$ cat src/rtl/robo_controller.sv
// Left-hand wall-following control FSM for a debris-collecting maze robot.
// Optional debris removal is enabled by defining ROBO_REMOVE_EN.
module robo_controller (
    input  logic clock,
    input  logic reset,
    input  logic head,
    input  logic left,
    input  logic under,
    input  logic barrier,
    output logic forward,
    output logic turn,
    output logic remove
);

    localparam logic [2:0] S_IDLE   = 3'd0;
    localparam logic [2:0] S_SEARCH = 3'd1;
    localparam logic [2:0] S_FOLLOW = 3'd2;
    localparam logic [2:0] S_STEP   = 3'd3;
    localparam logic [2:0] S_ROTATE = 3'd4;

    logic [2:0] state_q, state_d;
    logic [1:0] cnt_q, cnt_d;
    logic       fwd_q, fwd_d;
    logic       turn_q, turn_d;
    logic       rem_q, rem_d;
    logic       head_eff;
    logic       bar_eff;

`ifdef ROBO_REMOVE_EN
    assign head_eff = head;
    assign bar_eff  = barrier;
`else
    // Debris is treated as an ordinary wall when removal is not built in.
    assign head_eff = head | barrier;
    assign bar_eff  = 1'b0;
`endif

    always_comb begin
        state_d = state_q;
        cnt_d   = cnt_q;
        fwd_d   = 1'b0;
        turn_d  = 1'b0;
        rem_d   = 1'b0;
        if (under) begin
            state_d = S_IDLE;
            cnt_d   = '0;
        end else begin
            case (state_q)
                S_ROTATE: begin
                    if (cnt_q != 2'd0) begin
                        turn_d = 1'b1;
                        cnt_d  = cnt_q - 2'd1;
                        if (cnt_q == 2'd1) state_d = S_FOLLOW;
                    end else begin
                        state_d = S_FOLLOW;
                    end
                end
                S_FOLLOW: begin
                    if (!left) begin
                        turn_d  = 1'b1;
                        state_d = S_STEP;
                    end else if (bar_eff) begin
                        rem_d = 1'b1;
                    end else if (!head_eff) begin
                        fwd_d = 1'b1;
                    end else begin
                        turn_d  = 1'b1;
                        cnt_d   = 2'd2;
                        state_d = S_ROTATE;
                    end
                end
                S_STEP: begin
                    if (bar_eff) begin
                        rem_d = 1'b1;
                    end else if (!head_eff) begin
                        fwd_d   = 1'b1;
                        state_d = S_FOLLOW;
                    end else begin
                        turn_d  = 1'b1;
                        cnt_d   = 2'd2;
                        state_d = S_ROTATE;
                    end
                end
                // IDLE with under low is evaluated exactly like SEARCH.
                default: begin
                    state_d = S_SEARCH;
                    if (bar_eff) begin
                        rem_d = 1'b1;
                    end else if (!head_eff) begin
                        fwd_d = 1'b1;
                        if (left) state_d = S_FOLLOW;
                    end else begin
                        turn_d  = 1'b1;
                        cnt_d   = 2'd2;
                        state_d = S_ROTATE;
                    end
                end
            endcase
        end
    end

    always_ff @(posedge clock) begin
        if (reset) begin
            state_q <= S_IDLE;
            cnt_q   <= '0;
            fwd_q   <= 1'b0;
            turn_q  <= 1'b0;
            rem_q   <= 1'b0;
        end else begin
            state_q <= state_d;
            cnt_q   <= cnt_d;
            fwd_q   <= fwd_d;
            turn_q  <= turn_d;
            rem_q   <= rem_d;
        end
    end

    assign forward = fwd_q;
    assign turn    = turn_q;
    assign remove  = rem_q;

endmodule

$ cat config.mk
export PLATFORM = sky130hd
export DESIGN_NAME = robo_controller
export DESIGN_NICKNAME = d
export VERILOG_FILES = /design/src/rtl/robo_controller.sv
export SDC_FILE = /design/constraint.sdc
export NUM_CORES = 1
export LEC_CHECK = 0
export CAP_MARGIN = 5
export CORE_AREA = 2 2 39 41
export CTS_CLUSTER_DIAMETER = 30
export CTS_CLUSTER_SIZE = 20
export DETAILED_ROUTE_END_ITERATION = 6
export DIE_AREA = 0 0 41 43
export MAX_ROUTING_LAYER = met4
export SKIP_LAST_GASP = 1
export SYNTH_ARGS = -nofsm -noshare
export SYNTH_HDL_FRONTEND = slang
export SYNTH_SLANG_ARGS = --single-unit
$ cat constraint.sdc
create_clock -name clock -period 3.54 [get_ports clock]
set_input_delay 0.531 -clock clock [delete_from_list [all_inputs] [get_ports clock]]
set_output_delay 0.531 -clock clock [all_outputs]
set_load 0.005 [all_outputs]
# Word-level counts from Yosys, hierarchy flattened
# Cells that the tools add are included.
word_totals:
  ff_bits: 7
  inputBits: 6
op_classes:
  add_sub_neg: 1
  eq_ne: 8
  n_mux: 19
  bitwise_logic: 1
  reduce_logical: 4
ops:
  columns: ["operator", "count"]
  rows:
  - ["two-way mux 3 bit", 6]
  - ["case mux 3 bit (3 select lines)", 1]
  - ["two-way mux 2 bit", 4]
  - ["== test 3 x 2 -> 1 bit (second input constant)", 2]
  - ["inequality test 3 bit (second input constant)", 2]
  - ["two-way mux 1 bit", 5]
  - ["inequality test 2 bit (second input constant)", 2]
  - ["case mux 1 bit (2 select lines)", 2]
  - ["case mux 2 bit (2 select lines)", 1]
  - ["AND reduction 2 bit", 2]
  - ["== test 3 bit (second input constant)", 1]
  - ["== test 2 x 1 -> 1 bit (second input constant)", 1]
  - ["nonzero test 2 bit", 1]
  - ["OR reduction 2 bit", 1]
  - ["subtractor 2 x 1 -> 2 bit (second input constant)", 1]
  - ["bitwise OR 1 bit", 1]

# Depth between registers and ports, before layout
depth:
  word_depth: 4
  ltp_mapped: 6
  ltp_nobuf: 6

# Worst setup path after synthesis
# Ideal clock, no wire load.
synth_path:
  path_type: "flip-flop to flip-flop"
  from: "register cnt_q[0]"
  to: "register state_q[2]"
  setup_time_ps: 73
  t_arrival_ps: 1462
  required_time_ps: 3467
  path_slack_ps: 2005
  path_stages_with_launch: 7
  synth_period_minus_slack_ps: 1535
  path_cell_list: "dfxtp_1 > inv_1 > ha_1 > or4b_4 > o32ai_2 > nor2_1 > nor3b_2"
synth_via:
  elab_chain_len: 3
  word_cells_on_any_way: 6
  classes_between: "2 x eq/ne; 2 x mux; 2 x reduce/logical"
synth_lines:
  columns: ["item", "line", "rtl"]
  rows:
  - ["from (decl)", "22", "logic [1:0] cnt_q, cnt_d;"]
  - ["from (signal assigned)", "111", "cnt_q <= cnt_d;"]
  - ["== test 2 x 1 -> 1 bit / nonzero test 2 bit (equally long branches)", "53, 50", null]
  - ["inequality test 3 bit (no line) / two-way mux 3 bit (equally long branches)", null, null]
  - ["AND reduction 2 bit (no line) / case mux 3 bit (3 select lines) (equally long branches)", null, null]
  - ["to (signal assigned)", "110", "state_q <= state_d;"]
  - ["to (decl)", "21", "logic [2:0] state_q, state_d;"]
# Parallel ways exist; a longest one is shown, timed or not.
# A chain may end at the register's enable or synchronous reset.

# Final worst setup path
layout_path:
  from: "input barrier"
  to: "register state_q[0]"
layout_via:
  elab_chain_len: 3
  word_cells_on_any_way: 5
  classes_between: "1 x eq/ne; 2 x mux; 1 x bitwise; 1 x reduce/logical"
layout_lines:
  columns: ["item", "line", "rtl"]
  rows:
  - ["from (decl)", "9", "input logic barrier,"]
  - ["bitwise OR 1 bit (*)", "34", "assign head_eff = head | barrier;"]
  - ["two-way mux 3 bit / inequality test 3 bit (equally long branches)", null, null]
  - ["case mux 3 bit (3 select lines) / AND reduction 2 bit (equally long branches)", null, null]
# Mark *: on every way between the ends. The rest lies on a longest branch, timed or not.

==> impl_results.md <==
- Status: finished clean
- Root Buffer: clkbuf_4
- Vias in the first global route: 327
- Chip Width: 41 µm
- Initial core utilization: 33.0%
- Via-to-Cell Ratio: 5.07
- Post-synth EDFFs: 0
- Finished Layout Cells: 76
- #FFs+latches synth: 7
- Setup TNS: 0 ns
- Chip height: 43 µm
- Post-synthesis sequential area ratio: 30.7%
- Inserted Diodes: 0
- Hold slack: 0.467 ns
- First-pass GRT wire length: 1330 µm
- Core area: 1380 µm²
- Cts bufs inserted: 3
- Pleak: 0.192 nW
- Die area: 1760 µm²
- Routed length per instance: 10.8 µm
- Critical path launch point type: input pin
- Met2 Wirelength: 347 µm
- H-tree depth: 1
- Layout cells sized above 1: 13.3%
- Clock slew at reported path FFs: 0.05 ns
- Final HPWL DP: 621 µm
- Post-CTS Setup Inserts: 0
- Clk buf depth: 2
- Clk_lat worst skew: 0.25 ns
- Final GP Congestion: 0.701
- Main synth FF type: dfxtp_1
- Final setup fails: 0
- Largest net degree at the start of global routing: 13
- Post-route antenna net violation count: 0
- Post-CTS Resized: 0
- Crit Path Max Fanout: 7
- Clock Skews: 0.00450 ns
- Number of port buffers: 7
- FILL cells: 151
- CTS tree: yes
- Routed met1 length: 419 µm
- Worst setup EP type: register
- Library cells used by synthesis: 31
- DRT Pass-1 Iters: 2
- I/O pin cnt: 9
- WS Path Type: input pin to register
- MaxCap Viol Count: 0
- Initial antenna violation count: 0
- Total grt overflow: 0
- Layout area overhead: 17.8%
- Synth Instances: 54
- Unrepaired setup endpoints after global routing: false
- Pwr Total: 0.000193 W
- WL met3: 55 µm
- CP required: 3.67 ns
- Nets: 69
- Routed via count: 385
- Fraction of registers with async set/reset: 0%
- Syn nets: 62
- Placed instance count: 72
- Cell area after synthesis: 457 µm²
- Routed WL: 822 µm
- Commonest non-fill, non-tap cells in the layout: dfxtp_1 (7), clkdlybuf4s50_1 (7), a21oi_1 (6), nor2_1 (5)
- WP data arrival: 1.91 ns
- Topmost layer with routed signal wires: met3
- Worst vdd ir: 0.182 mV
- Post-Syn Area per Cell: 8.46 µm²
- Ys Warns: 0
- Final Cycle Share: 50.2%
- Slew Limit Fails: 0
- Placed Area: 512 µm²
- Final Hold Vio Count: 0
- Worst hold path class: register to register
- CTS Sinks: 7
- Final Instance Area: 538 µm²
- Pwr per Cell Area: 358 nW/µm²
- Site Rows: 14
- Tot GR Track Use: 11.4%
- Fmax: 563 MHz
- Cts hold-fix bufs: 0
- Residual DRC: 0
- Starting DRT DRC Count: 6
- Min cycle time layout: 1.78 ns
-- path summary, 6_finish.rpt --
check	startpoint	to	slack (ns)	cells after the start
setup / recovery	barrier	state_q[0]	1.76	4
hold / removal	cnt_q[1]	cnt_q[1]	0.47	1
setup reg to reg	cnt_q[0]	state_q[2]	1.90	6
hold reg to reg	cnt_q[1]	cnt_q[1]	0.47	1
-- kinds of logic after synthesis --
group | after synthesis | share of synthesized area, %
simple gates | 19 | 26.9
compound gates | 16 | 24.1
fa+ha+maj | 2 | 5.48
other cells | 1 | 0.821
flops | 7 | 30.7
xor+xnor | 1 | 1.92
buf+inv | 8 | 10.1
-- synthesized netlist by cell type, types with 2 or more instances --
library cell	number	share of area, %
dfxtp_1	7	31
o22ai_1	2	2.7
or3b_1	2	3.8
ha_1	2	5.5
a21oi_1	6	6.6
nand2b_1	2	2.7
nor2_1	5	4.1
nand2_1	2	1.6
inv_1	3	2.5
buf_4	2	3.3
-- critical path, stage by stage --
cell and delay, ns:
clkdlybuf4s50_1 0.46, nor2_1 0.37, o21ai_0 0.14, a2111oi_0 0.41
-- flip-flops by register name, summed over array words and instances (netlist names) --
name	flops
turn	1
cnt_q	2
forward	1
state_q	3
-- cell type report --
cell class	count	area (µm²)	area share [%]
inverter	3	11.3	2.09
sequential	7	140	26.0
multi-input combinational	39	270	50.2
clock buffer	4	26.3	4.88
tap	16	20.0	3.72
timing repair buffer	7	70.1	13.0
-- metrics by stage --
stage,worst slack [ns],utilization [%]
floorplan,2.01,-
global placement,1.57,37.0
detailed placement,1.49,37.0
CTS,1.75,38.9
global route,1.54,38.9
finish,1.76,38.9
-- routing by layer --
metal,vias to the layer above,global-route usage [%]
li1,204,-
met1,172,14.8
met2,9,14.7
met3,0,9.42
met4,0,0
met5,-,-
-- where the power goes --
group,switching (W),internal (W),total (W)
Sequential,0.00000474,0.0000826,0.0000874
Clock,0.0000286,0.0000429,0.0000715
Combinational,0.0000149,0.0000188,0.0000336
Total,0.0000482,0.000144,0.000193
Power figures use the tool's default switching activity.
